## src/rtl/mf_ctrl_pkg.sv

```systemverilog
// Shared state encoding, counter widths and helpers for the frame controller.
package mf_ctrl_pkg;

  typedef enum logic [1:0] {
    ST_IDLE  = 2'd0,
    ST_ARM   = 2'd1,
    ST_RUN   = 2'd2,
    ST_DRAIN = 2'd3
  } state_t;

  localparam int PIX_W  = 16;
  localparam int LINE_W = 16;
  localparam int TMO_W  = 20;

  function automatic logic [15:0] sat_inc16(input logic [15:0] v);
    return (v == 16'hFFFF) ? v : v + 16'd1;
  endfunction

endpackage

```

## src/rtl/mf_edge_reg.sv

```systemverilog
// One-cycle source stream register with sync edge detection and a gate that
// zeroes the forwarded stream whenever the frame is not being admitted.
module mf_edge_reg #(
  parameter int DW = 8
) (
  input  logic          clk,
  input  logic          rst_n,
  input  logic          fwd,
  input  logic          src_vsync,
  input  logic          src_hsync,
  input  logic [DW-1:0] src_din,
  input  logic          flt_out_vsync,
  output logic          flt_vsync,
  output logic          flt_hsync,
  output logic [DW-1:0] flt_din,
  output logic          vs_rise,
  output logic          vs_fall,
  output logic          hs_fall,
  output logic          fo_fall
);

  logic          vs_q;
  logic          hs_q;
  logic          fo_q;
  logic [DW-1:0] din_q;

  always_ff @(posedge clk or negedge rst_n) begin
    if (!rst_n) begin
      vs_q  <= 1'b0;
      hs_q  <= 1'b0;
      fo_q  <= 1'b0;
      din_q <= '0;
    end else begin
      vs_q  <= src_vsync;
      hs_q  <= src_hsync;
      fo_q  <= flt_out_vsync;
      din_q <= src_din;
    end
  end

  assign vs_rise = src_vsync & ~vs_q;
  assign vs_fall = ~src_vsync & vs_q;
  assign hs_fall = ~src_hsync & hs_q;
  assign fo_fall = ~flt_out_vsync & fo_q;

  assign flt_vsync = fwd & vs_q;
  assign flt_hsync = fwd & hs_q;
  assign flt_din   = fwd ? din_q : '0;

endmodule

```

## src/rtl/mf_frame_ctrl.sv

```systemverilog
// Frame admission controller in front of the mean filter.
// state | meaning
// IDLE  | stopped, waiting for cfg_start
// ARM   | waiting for a fresh src_vsync rising edge
// RUN   | forwarding the frame, checking line length and line count
// DRAIN | waiting for the filter output frame to end (or timeout)
module mf_frame_ctrl
  import mf_ctrl_pkg::*;
#(
  parameter int DW      = 8,
  parameter int IW      = 640,
  parameter int IH      = 480,
  parameter int TMO_CLK = 1048575
) (
  input  logic          clk,
  input  logic          rst_n,
  input  logic          cfg_start,
  input  logic          cfg_stop,
  input  logic          cfg_cont,
  input  logic          cfg_bypass,
  input  logic          err_clr,
  input  logic          src_vsync,
  input  logic          src_hsync,
  input  logic [DW-1:0] src_din,
  output logic          flt_vsync,
  output logic          flt_hsync,
  output logic [DW-1:0] flt_din,
  input  logic          flt_out_vsync,
  output logic          byp_sel,
  output logic          busy,
  output logic          frame_done,
  output logic [15:0]   frame_cnt,
  output logic          err_len,
  output logic          err_lines,
  output logic          err_tmo
);

  state_t              state, state_nxt;
  logic                vs_rise, vs_fall, hs_fall, fo_fall;
  logic [PIX_W-1:0]    pix_cnt;
  logic [LINE_W-1:0]   line_cnt, lines_eff;
  logic [TMO_W-1:0]    tmo_cnt;
  logic                stop_pend, done_ok, tmo_hit, len_bad, lines_bad;

  mf_edge_reg #(.DW(DW)) u_edge (
    .clk           (clk),
    .rst_n         (rst_n),
    .fwd           (state == ST_RUN),
    .src_vsync     (src_vsync),
    .src_hsync     (src_hsync),
    .src_din       (src_din),
    .flt_out_vsync (flt_out_vsync),
    .flt_vsync     (flt_vsync),
    .flt_hsync     (flt_hsync),
    .flt_din       (flt_din),
    .vs_rise       (vs_rise),
    .vs_fall       (vs_fall),
    .hs_fall       (hs_fall),
    .fo_fall       (fo_fall)
  );

  always_ff @(posedge clk or negedge rst_n) begin
    if (!rst_n) state <= ST_IDLE;
    else        state <= state_nxt;
  end

  always_comb begin
    state_nxt = state;
    done_ok   = 1'b0;
    tmo_hit   = 1'b0;
    case (state)
      ST_IDLE:  if (cfg_start && !cfg_stop) state_nxt = ST_ARM;
      ST_ARM: begin
        if (cfg_stop)     state_nxt = ST_IDLE;
        else if (vs_rise) state_nxt = ST_RUN;
      end
      ST_RUN:   if (vs_fall) state_nxt = ST_DRAIN;
      ST_DRAIN: begin
        // Completion beats the timeout when both land on the same cycle.
        if (byp_sel || fo_fall) begin
          done_ok   = 1'b1;
          state_nxt = (cfg_cont && !stop_pend && !cfg_stop) ? ST_ARM : ST_IDLE;
        end else if (tmo_cnt == '0) begin
          tmo_hit   = 1'b1;
          state_nxt = ST_IDLE;
        end
      end
      default:  state_nxt = ST_IDLE;
    endcase
  end

  // A line ending on the same cycle as vsync still belongs to this frame.
  assign lines_eff = hs_fall ? sat_inc16(line_cnt) : line_cnt;
  assign len_bad   = (state == ST_RUN) && hs_fall && (pix_cnt != PIX_W'(IW));
  assign lines_bad = (state == ST_RUN) && vs_fall && (lines_eff != LINE_W'(IH));
  assign busy      = (state != ST_IDLE);

  always_ff @(posedge clk or negedge rst_n) begin
    if (!rst_n) begin
      pix_cnt    <= '0;
      line_cnt   <= '0;
      tmo_cnt    <= '0;
      stop_pend  <= 1'b0;
      byp_sel    <= 1'b0;
      frame_done <= 1'b0;
      frame_cnt  <= '0;
      err_len    <= 1'b0;
      err_lines  <= 1'b0;
      err_tmo    <= 1'b0;
    end else begin
      frame_done <= done_ok;
      if (done_ok) frame_cnt <= frame_cnt + 16'd1;

      if (state == ST_ARM && state_nxt == ST_RUN) byp_sel <= cfg_bypass;

      if (state_nxt == ST_IDLE)
        stop_pend <= 1'b0;
      else if (cfg_stop && (state == ST_RUN || state == ST_DRAIN))
        stop_pend <= 1'b1;

      if (state != ST_RUN) begin
        pix_cnt  <= '0;
        line_cnt <= '0;
      end else begin
        if (hs_fall)        pix_cnt <= '0;
        else if (src_hsync) pix_cnt <= sat_inc16(pix_cnt);
        if (hs_fall)        line_cnt <= sat_inc16(line_cnt);
      end

      if (state == ST_RUN && vs_fall)
        tmo_cnt <= TMO_W'(TMO_CLK - 1);
      else if (state == ST_DRAIN && tmo_cnt != '0)
        tmo_cnt <= tmo_cnt - 1'b1;

      err_len   <= len_bad   | (err_len   & ~err_clr);
      err_lines <= lines_bad | (err_lines & ~err_clr);
      err_tmo   <= tmo_hit   | (err_tmo   & ~err_clr);
    end
  end

endmodule

```

## config.mk

```make
export PLATFORM = sky130hd
export DESIGN_NAME = mf_frame_ctrl
export DESIGN_NICKNAME = d
export VERILOG_FILES = /design/src/rtl/mf_ctrl_pkg.sv /design/src/rtl/mf_edge_reg.sv /design/src/rtl/mf_frame_ctrl.sv
export SDC_FILE = /design/constraint.sdc
export NUM_CORES = 1
export LEC_CHECK = 0
export ABC_AREA = 1
export CAP_MARGIN = 20
export CORE_UTILIZATION = 55
export CTS_CLUSTER_DIAMETER = 80
export DETAILED_ROUTE_END_ITERATION = 16
export HOLD_SLACK_MARGIN = 0.02
export PLACE_DENSITY = 0.78
export SYNTH_ARGS = -nofsm -noshare
export SYNTH_HDL_FRONTEND = slang
export SYNTH_HIERARCHICAL = 1
export SYNTH_SLANG_ARGS = --single-unit
```

## constraint.sdc

```tcl
create_clock -name clk -period 3 [get_ports clk]
set_clock_uncertainty 0.1 [all_clocks]
set_input_delay 0.6 -clock clk [delete_from_list [all_inputs] [get_ports clk]]
set_output_delay 0.6 -clock clk [all_outputs]
set_load 0.01 [all_outputs]
```

; ---- Yosys cells after proc, flatten, opt, wreduce, memory -nomap -nowiden
; Index checks and enable logic that the tools add are counted.
[word_totals]
wordCells = 94
ff_bits = 87
[classes]
eq_ne = 10
add_sub_neg = 4
reduce_logical = 23
bitwise_logic = 17
mux = 25
[op_table]
columns = op, n
row1 = 16-bit two-way mux, 7
row2 = "16-bit by 1-bit adder with 16-bit output, second input constant", 3
row3 = 20-bit two-way mux, 2
row4 = "16-bit equality test, second input constant", 2
row5 = 20-bit zero test, 1
row6 = 20-bit nonzero test, 1
row7 = "20-bit by 1-bit subtractor with 20-bit output, second input constant", 1
row8 = "16-bit by 10-bit inequality test with 1-bit output, second input constant", 1
row9 = "16-bit by 9-bit inequality test with 1-bit output, second input constant", 1
row10 = 2-bit two-way mux, 6
row11 = 1-bit logical AND, 10
row12 = 1-bit bitwise AND, 9
row13 = 1-bit two-way mux, 8
row14 = 8-bit two-way mux, 1
row15 = 2-bit case mux with 4 select lines, 1
row16 = "2-bit equality test, second input constant", 3
row17 = 2-bit nonzero test, 3
row18 = 1-bit NOT, 5
row19 = 2-bit zero test, 2
row20 = "3-bit inequality test, second input constant", 1
row21 = 1-bit bitwise OR, 3
row22 = 3-bit nonzero test, 1
row23 = "2-bit by 1-bit equality test with 1-bit output, second input constant", 1
row24 = 1-bit zero test, 2
row25 = 3 further kinds, 4

; ---- Depth between registers and ports, before layout
; Gate-level depths: netlist of run 1.
[logic_depth]
word_depth = 8
mapped_depth = 15

; ---- Hierarchy
; Netlist of run 1, hierarchy kept.
[modules_own_cells]
columns = mod, seq_area_each_um2, area_each_um2, cells_per_inst, n_inst
row1 = mf_frame_ctrl, 1901.8, 4395.5, 586, 1
row2 = mf_edge_reg, 275.3, 391.6, 40, 1

; ---- Least setup slack after synthesis of run 1
; Ideal clock, no wire load.
[synth_path]
path_type = register to output
from = reg state[0]
to = out flt_din[4]
path_stages_with_launch = 9
n_path_buf = 3
arrival_time_ns = 1.351
slack_ns = 0.949
cell_sequence = dfrtp_1 inv_1 nand2_1 buf_2 inv_2 clkbuf_1 buf_6 nand2_1 inv_1
[synth_via]
elab_chain_len = 2
[synth_lines]
columns = element, line
row1 = from (decl), mf_frame_ctrl.sv:38  ; state_t state, state_nxt;
row2 = from (signal assigned), mf_frame_ctrl.sv:64  ; else state <= state_nxt;
row3 = 2-bit equality test, mf_frame_ctrl.sv:48  ; .fwd (state == ST_RUN),
row4 = 8-bit two-way mux, mf_edge_reg.sv:48  ; assign flt_din = fwd ? din_q : '0;
row5 = to (decl), mf_frame_ctrl.sv:27  ; output logic [DW-1:0] flt_din,
; No other way between the ends.

; ---- Worst setup path after layout of run 1
[layout_path]
from = reg state[0]
to = out flt_vsync
[layout_via]
elab_chain_len = 2
[layout_lines]
columns = element, line
row1 = 2-bit equality test, mf_frame_ctrl.sv:48
row2 = 1-bit bitwise AND, mf_edge_reg.sv:46  ; assign flt_vsync = fwd & vs_q;
row3 = to (decl), mf_frame_ctrl.sv:25  ; output logic flt_vsync,
; No other way between the ends.

==> out/metrics.cfg, run 1 <==
[run_status]
outcome=complete, no violations

[setup_path]
rrSetupSlack_ps=770
cp.required_ps=2300
critPathKind=reg -> out
r2r_start=pix_cnt[0]
crit_fanout=24
cp-start-kind=flip-flop
r2r-end=pix_cnt[15]
worstRegToRegCells=12
critPathArrivalTime_ps=1980
endpoint_kind=primary output

[timing]
report.final.slew_viol_count=0
finalCriticalPeriod_ps=2680
max_freq_mhz=374
tns_ps=0
setup_viol=0
fin_crit_sh=0.892
rsz0062_at_grt=no
tightest_slew_ps=583
maxSlewHeadroom=0.611
hold_violations=0

[placed_design]
gp_congestion=0.924
place_hpwl_um=7490
port_buffers=49

[yosys]
async_flop_share=1.00
yosysSeqAreaShare=0.455
synth_edf_count=0
synth_top_area_frac=0.455
ys_warn_count=6
synth.cell_area_um2=4790
ys_seq_elements=87
synth_ff_type=dfrtp_1
synthTopCellsByArea=dfrtp_1, nand2_1, inv_1, nand3_1, nor2_1
ys_types=39
yosys.area.top_type=dfrtp_1
syn_nets=649
syn_inst=626
avgSynthCellArea_um2=7.65

[power_and_ir_drop]
vdd_drop_max_mv=0.435
p_per_area_nw_per_um2=509
cellLeakagePower_nw=2.63
power_w=0.00285

[run]
maxCapViolCount=0

[drt]
dr.first_iter.drc_count=237
dr.pass1.iters=5
vias=4182
drt_drc_violations_left=0
ant_nets=0
drt_wl_total_um=10300
wl_per_cell_um=13.0
via_per_inst=5.31

[floorplanning]
placementRows=33
coreArea_um2=8300
initial_core_util=0.577
dieArea_um2=9080
fp.dieH_um=95.3
io_pins=50
die_x_um=95.3

[clocking]
cts_resized=0
cts_tree=yes
cts-buffers-inserted=9
clk_pin_slew_ps=80
cts_hold_buf=0
clkLatencyLatePin_ps=350
cts_setup_buffers=0
clkSinkCount=87
h-tree-depth=3
clk_path_buf_depth=2
clockRootBuffer=clkbuf_8

[grt]
grt-ovfl-total=0
grtUsageTotal=0.244
grt_max_degree=45
grt_pass1_wl_um=17200
grt_pass1_vias=3901
grt_antenna_before_repair=0

[finish]
n_antenna_cell=0
nets=702
layout_common_cells=nand2_1, inv_1, dfrtp_1
fillers=678
drive_above_1_share=0.0776
final_common_cell=nand2_1
synthToLayoutAreaGrowth_pct=16.9

[hold_path]
hold_path.class=in -> async

flip-flops by register name, summed over array words and instances, names as in the netlist, 2 cells and up:
register,flops
frame_cnt,16
tmo_cnt,20
line_cnt,16
state,2
pix_cnt,16
u_edge/din_q,8
cells in the mapped netlist (5+ instances only):
master   count
a21oi_1     17
nand2_1    142
nor4_1       9
o21ai_0     13
inv_1       87
inv_2       13
nand4_1     21
dfrtp_1     87
o21ai_1     20
nand2_2      5
buf_2        5
nand3_1     53
ha_1         5
nor3_1      13
nor2_1      69
xor2_1      25
final cells by class:
class | instances | area [µm²] | area share
sequential | 87 | 2180 | 0.389
clock buffer | 11 | 151 | 0.0271
timing repair buffer | 55 | 558 | 0.0998
tap | 105 | 131 | 0.0235
inverter | 102 | 383 | 0.0684
clock inverter | 4 | 30.0 | 0.00537
multi-input combinational | 424 | 2160 | 0.387
stage by stage:
step	std cells	utilization	area (µm²)	hold slack (ps)	setup slack (ps)
after detailed placement	773	0.652	5410	390	243
after global routing	788	0.674	5590	176	151
after global placement	773	0.652	5410	356	315
final	788	0.674	5590	139	323
after floorplan	626	-	4790	204	949
after CTS	788	0.674	5590	156	289
power by group:
group | switching (W) | internal, W | total [W] | leakage, nW
sequential | 0.0000996 | 0.00128 | 0.00138 | 1.06
combinational | 0.000417 | 0.000300 | 0.000717 | 1.48
clock | 0.000408 | 0.000345 | 0.000753 | 0.0918
total | 0.000925 | 0.00192 | 0.00285 | 2.63
metal layers:
| metal | vias up | global-route usage | part of all wire |
|---|---|---|---|
| met4 | 0 | 0.0707 | 0.0096 |
| met3 | 9 | 0.0574 | 0.048 |
| met2 | 97 | 0.413 | 0.48 |
| li1 | 2099 | - | - |
| met5 | - | 0 | 0 |
| met1 | 1977 | 0.311 | 0.46 |
worst max-delay path: stages, from the launching register on:
cell             delay [ps]
dfrtp_1                 420
inv_1                    90
nand2_1                  80
inv_2                   330
nand2_1                 110
inv_1                    80
clkdlybuf4s50_1         530
kinds of logic after synthesis:
group	synth area share
mux	0.00235
compound gates	0.0700
xor+xnor	0.0531
flops	0.455
fa+ha+maj	0.0131
buf+inv	0.0938
simple gates	0.313
worst max-delay path by stage:
stage | startpoint | end | slack (ps)
final | state[0] | flt_vsync | 320
after global routing | state[0] | flt_din[0] | 150
after CTS | state[0] | flt_vsync | 290
after detailed placement | src_hsync | err_lines | 240
after global placement | src_hsync | err_lines | 310
after floorplan | state[0] | flt_din[4] | 950
No activity file was read; power rests on OpenSTA's default activity.
==> run 2, diff against run 1 <==
--- a/config.mk
+++ b/config.mk
@@ -16,3 +16,4 @@
 export SYNTH_HDL_FRONTEND = slang
 export SYNTH_HIERARCHICAL = 1
 export SYNTH_SLANG_ARGS = --single-unit
+export TNS_END_PERCENT = 100
==> results of run 2 <==
The final DEF is identical to that of run 1; final timing and power are the same.
==> variant 1: new RTL, flow settings as in run 1 <==
`TMO_CLK`: 1048575 -> 524287.
--- a/src/rtl/mf_frame_ctrl.sv
+++ b/src/rtl/mf_frame_ctrl.sv
@@ -10,7 +10,7 @@
   parameter int DW      = 8,
   parameter int IW      = 640,
   parameter int IH      = 480,
-  parameter int TMO_CLK = 1048575
+  parameter int TMO_CLK = 524287
 ) (
   input  logic          clk,
   input  logic          rst_n,
Check against the original RTL: same outputs for any inputs over 10 cycles, from zero or initial values and one cycle with rst_n low; that may be too few to reach the edited logic, so the function may still have changed.
==> variant 1 against run 1 <==
  * Wire length grew 6.5%
  * Power grew 10%
  * Critical path depth is the same
  * Sequential cell count is the same
  * Setup slack gained 0.10 ns
  * Core utilization grew 0.81 points
  * Sequential share of layout area shrank 0.65 points
  * Synthesized area grew 0.24%
  * Cell area grew 1.7%
  * Non-clock buffer count grew 4
  * Hold slack lost 0.054 ns
  * Largest power group unchanged
==> variant 1: results (changes against run 1) <==
Met1 Wirelength=4.74 mm (+0.49%); hold slack final=0.0847 ns (-0.0543 ns); Mapped Nets=655 (+0.92%); WP data arrival=1.88 ns (-0.10 ns); Pint=0.00215 W (+12%); LEAKAGE=2.71 nW (+2.9%); first-pass GRT wire length=18.5 mm (+7.4%); Critical R2R Launch=pix_cnt[1]; GR met3 Demand/Resource=5.26% (-0.48 points); vias in the first global route=4087 (+4.8%); Post-DP HPWL=8.03 mm (+7.2%); Layout Nets=712 (+1.4%); Port Buffers=49 (unchanged); DP Area=5440 um^2 (+0.51%); vias per inst=5.32 (+0.23%); synth top area cells=dfrtp_1, nand2_1, inv_1; final setup TNS=0 ns (unchanged); Design Power=0.00314 W (+10%); met3 WL=593 um (+19%); Root Buffer=clkbuf_8; n_diodes=0 (unchanged); met2 WL=5.43 mm (+9.4%); final-layout fill cell count=719 (+6.0%); ys flop type=dfrtp_1; sequential area share after synthesis=45.4% (-0.11 points); Yosys Warn Count=6 (unchanged); xor/xnor share of the synthesized area=5.29% (-0.012 points); Reg power frac=43.8% (-4.6 points); R2R setup slack=0.76 ns; adder-cell share of the synthesized area=1.30% (-0.0031 points); status=finished, final reports clean; r2r worst-path depth=12 (unchanged); largest reg by FF count=tmo_cnt; GPL Wtd Cong=0.916 (-0.88%); CTS H-Tree Depth=3 (unchanged); worst rel slew slack=66.8% (+5.6 points); mux share of post-synthesis cell area=0.235% (-0.00055 points); compound-cell area share of the yosys netlist=7.30% (+0.30 points); WL final=11.0 mm (+6.5%); share of post-route cells with drive strength above 1=8.21% (+0.45 points); fmax=388 MHz (+3.9%); critical path peak fanout=11 (-54%); Inst Count DP=783 (+1.3%); pre-CTS setup slack=0.400 ns (+0.157 ns); Synth top cells by count=nand2_1, inv_1, dfrtp_1; DR WL/cell=13.7 um (+5.1%); met2 Use GR=45.4% (+4.0 points); syn avg cell area=7.59 um^2 (-0.72%); initial antenna violation count=0 (unchanged); largest net degree at the start of global routing=37 (-18%); GR Util met1=33.7% (+2.5 points); Synth cell types=38 (-2.6%); P_comb=0.000754 W (+5.2%); later-pin clock latency in the skew report=0.37 ns (+0.02 ns); Post-synth ARST share=100% (unchanged); 1st-iter DRT viols=175 (-26%); Total GRT Usage=26.5% (+2.1 points); Worst VDD drop=0.516 mV (+19%)
-- variant 1: cell types whose count changed after synthesis, sizes merged --
cell,delta
a21oi,+1
buf,+1
clkbuf,-1
inv,+3
nand2,+2
nand3,-2
nand3b,-1
nand4,-1
nor2,+3
nor4,-1
o21ai,+2
-- variant 1: final cells by class --
class | instances | area [um^2] | share of cell area, %
flip-flops and latches | 87 | 2180 | 38.3
multi-input cells | 427 | 2160 | 38.0
repair buffers | 59 | 576 | 10.1
inverters | 105 | 394 | 6.93
well taps | 105 | 131 | 2.31
clock inverters | 7 | 125 | 2.20
clock buffers | 9 | 124 | 2.18
-- variant 1: critical path: cells and delay by family (launching register included) --
| kind | cells | cell delay, ns |
|---|---|---|
| AND/OR/NAND/NOR | 2 | 0.20 |
| buffers and inverters | 4 | 0.88 |
| flip-flops | 1 | 0.42 |
==> variant 2: new RTL, config.mk and constraints of run 1 <==
Made on the original files. Re-encode `state_t` (4 states) as one-hot, 4 bits wide.
--- a/src/rtl/mf_ctrl_pkg.sv
+++ b/src/rtl/mf_ctrl_pkg.sv
@@ -1,11 +1,11 @@
 // Shared state encoding, counter widths and helpers for the frame controller.
 package mf_ctrl_pkg;
 
-  typedef enum logic [1:0] {
-    ST_IDLE  = 2'd0,
-    ST_ARM   = 2'd1,
-    ST_RUN   = 2'd2,
-    ST_DRAIN = 2'd3
+  typedef enum logic [3:0] {
+    ST_IDLE  = 4'b0001,
+    ST_ARM   = 4'b0010,
+    ST_RUN   = 4'b0100,
+    ST_DRAIN = 4'b1000
   } state_t;
 
   localparam int PIX_W  = 16;
Formal check against the unedited RTL: same outputs for any inputs over 10 cycles, from zero or initial values and one cycle with rst_n low; not proved beyond that.
==> variant 2 against run 1 <==
  * Wire length up 5.4%
  * Synthesized area is 0.44% higher
  * First-iteration DRC count increased by 30%
  * Cell count is 0.76% lower
  * Synthesized cell count decreased by 1.6%
  * Sequential cell count is 2 higher
  * Setup slack better by 0.016 ns
  * Global-route usage grew 1.7 points
  * Critical path depth unchanged
  * Cell area grew 1.0%
  * Critical endpoint unchanged
Power is not compared: it rests on default switching activity, and its combinational part moved more than twofold at a synthesized area within 25%.
==> variant 2: results (changes against run 1) <==
CTS H-Tree Depth=3 (unchanged); Worst-path clk slew=0.09 ns; Layout Cells excl Fill=782 (-0.76%); vias in the first global route=4071 (+4.4%); final worst-path cycle share=88.7% (-0.53 points); Root Buffer=clkbuf_8; 1st-pass router iterations=5 (unchanged); Total GRT Usage=26.2% (+1.7 points); status=finished, final reports clean; reg2reg end=pix_cnt[4]; largest net degree at the start of global routing=51 (+13%); vias per inst=5.40 (+1.7%); Mapped Nets=639 (-1.5%); Worst VDD drop=0.353 mV; sequential area share after synthesis=46.3% (+0.87 points); n_diodes=0 (unchanged); Hold Crit Class=in2async; WP data arrival=1.96 ns (-0.02 ns); Inst Count DP=766 (-0.91%); share of post-route cells with drive strength above 1=9.75% (+2.0 points); Layout Nets=695 (-1.0%); r2r worst-path depth=8 (-4); first-pass GRT wire length=18.4 mm (+6.9%); Synth cell types=41 (+5.1%); R2R setup slack=0.52 ns (-0.25 ns); GPL Wtd Cong=0.894 (-3.2%); synth top area cells=dfrtp_1, nand2_1, inv_1; Post-DP HPWL=7.81 mm (+4.3%); worst rel slew slack=35.3% (-26 points); final-layout fill cell count=672 (-0.88%); Synth top cells by count=nand2_1, inv_1, dfrtp_1; Worst Setup SP=state[1]; 1st-iter DRT viols=309 (+30%); syn avg cell area=7.81 um^2 (+2.1%); critical path peak fanout=17 (-29%); DR WL/cell=13.9 um (+6.2%); pre-CTS setup slack=0.256 ns (+0.0130 ns)
==> variant 2: cell count changes in the layout (fill, tap and decap cells not counted), moves of 5 or more <==
cell,run 1,this run
o21ai_0,13,26
inv_2,13,6
nand4_1,21,15
a21oi_1,17,28
nor2_2,5,10
o21ai_1,20,4
nor3_1,13,5
xor2_1,25,13
nand3_1,53,46
==> variant 2: how the worst min path moves through the flow <==
stage,cells past startpoint,start,endpoint,slack (ns)
3_5_place_dp,1,frame_cnt[15],frame_cnt[15],0.36
2_1_floorplan,0,rst_n,byp_sel,0.20
5_1_grt,1,rst_n,u_edge/hs_q,0.21
3_3_place_gp,1,frame_cnt[15],frame_cnt[15],0.36
4_1_cts,1,rst_n,tmo_cnt[9],0.18
6_report,1,rst_n,pix_cnt[11],0.15
==> variant 2: layout make-up <==
type	instances	area [um^2]	share of cell area, %
clock buffers	10	128	2.26
clock inverters	6	91.3	1.62
inverters	97	364	6.44
multi-input cells	421	2170	38.4
flip-flops and latches	89	2230	39.4
well taps	105	131	2.33
repair buffers	54	538	9.52
==> variant 2: stage by stage <==
stage / utilization (%) / area (um^2)
5_1_grt: 67.7 / 5650
4_1_cts: 67.7 / 5650
3_5_place_dp: 65.1 / 5430
3_3_place_gp: 65.1 / 5430
2_1_floorplan: - / 4810
6_report: 67.7 / 5650
==> variant 2: cell families after synthesis <==
logic type	Yosys count	share of synthesized area, %
adders and majority gates	5	1.30
AOI/OAI and AO/OA	70	8.01
DFF	89	46.3
xor gates and xnor gates	21	3.83
and+or+nand+nor	324	31.7
muxes	1	0.234
buffers and inverters	106	8.53
==> variant 2: power by group through the flow <==
stage / registers, W / clock network [W] / logic (W)
after floorplan: 0.00133 / 0 / 0.000183
after global placement: 0.00133 / 0 / 0.000302
after detailed placement: 0.00134 / 0 / 0.000313
after CTS: 0.00131 / 0.000930 / 0.000316
after global routing: 0.00132 / 0.000988 / 0.000357
final: 0.00131 / 0.000918 / 0.000314
==> variant 2: worst reg2reg max path, delay by kind of cell, from the launching register on <==
family	cells	cell delay [ns]
AO/OA/AOI/OAI	3	0.48
buffers and inverters	2	0.42
AND/OR/NAND/NOR	3	0.97
flip-flops	1	0.42
==> variant 2: routing by layer <==
| metal | GRT usage, % | vias to the layer above | part of all wire, % |
|---|---|---|---|
| met3 | 6.30 | 22 | 5.7 |
| li1 | - | 2077 | - |
| met2 | 43.7 | 122 | 49 |
| met1 | 33.1 | 1998 | 43 |
| met5 | 0 | - | 0 |
| met4 | 9.45 | 0 | 2.0 |
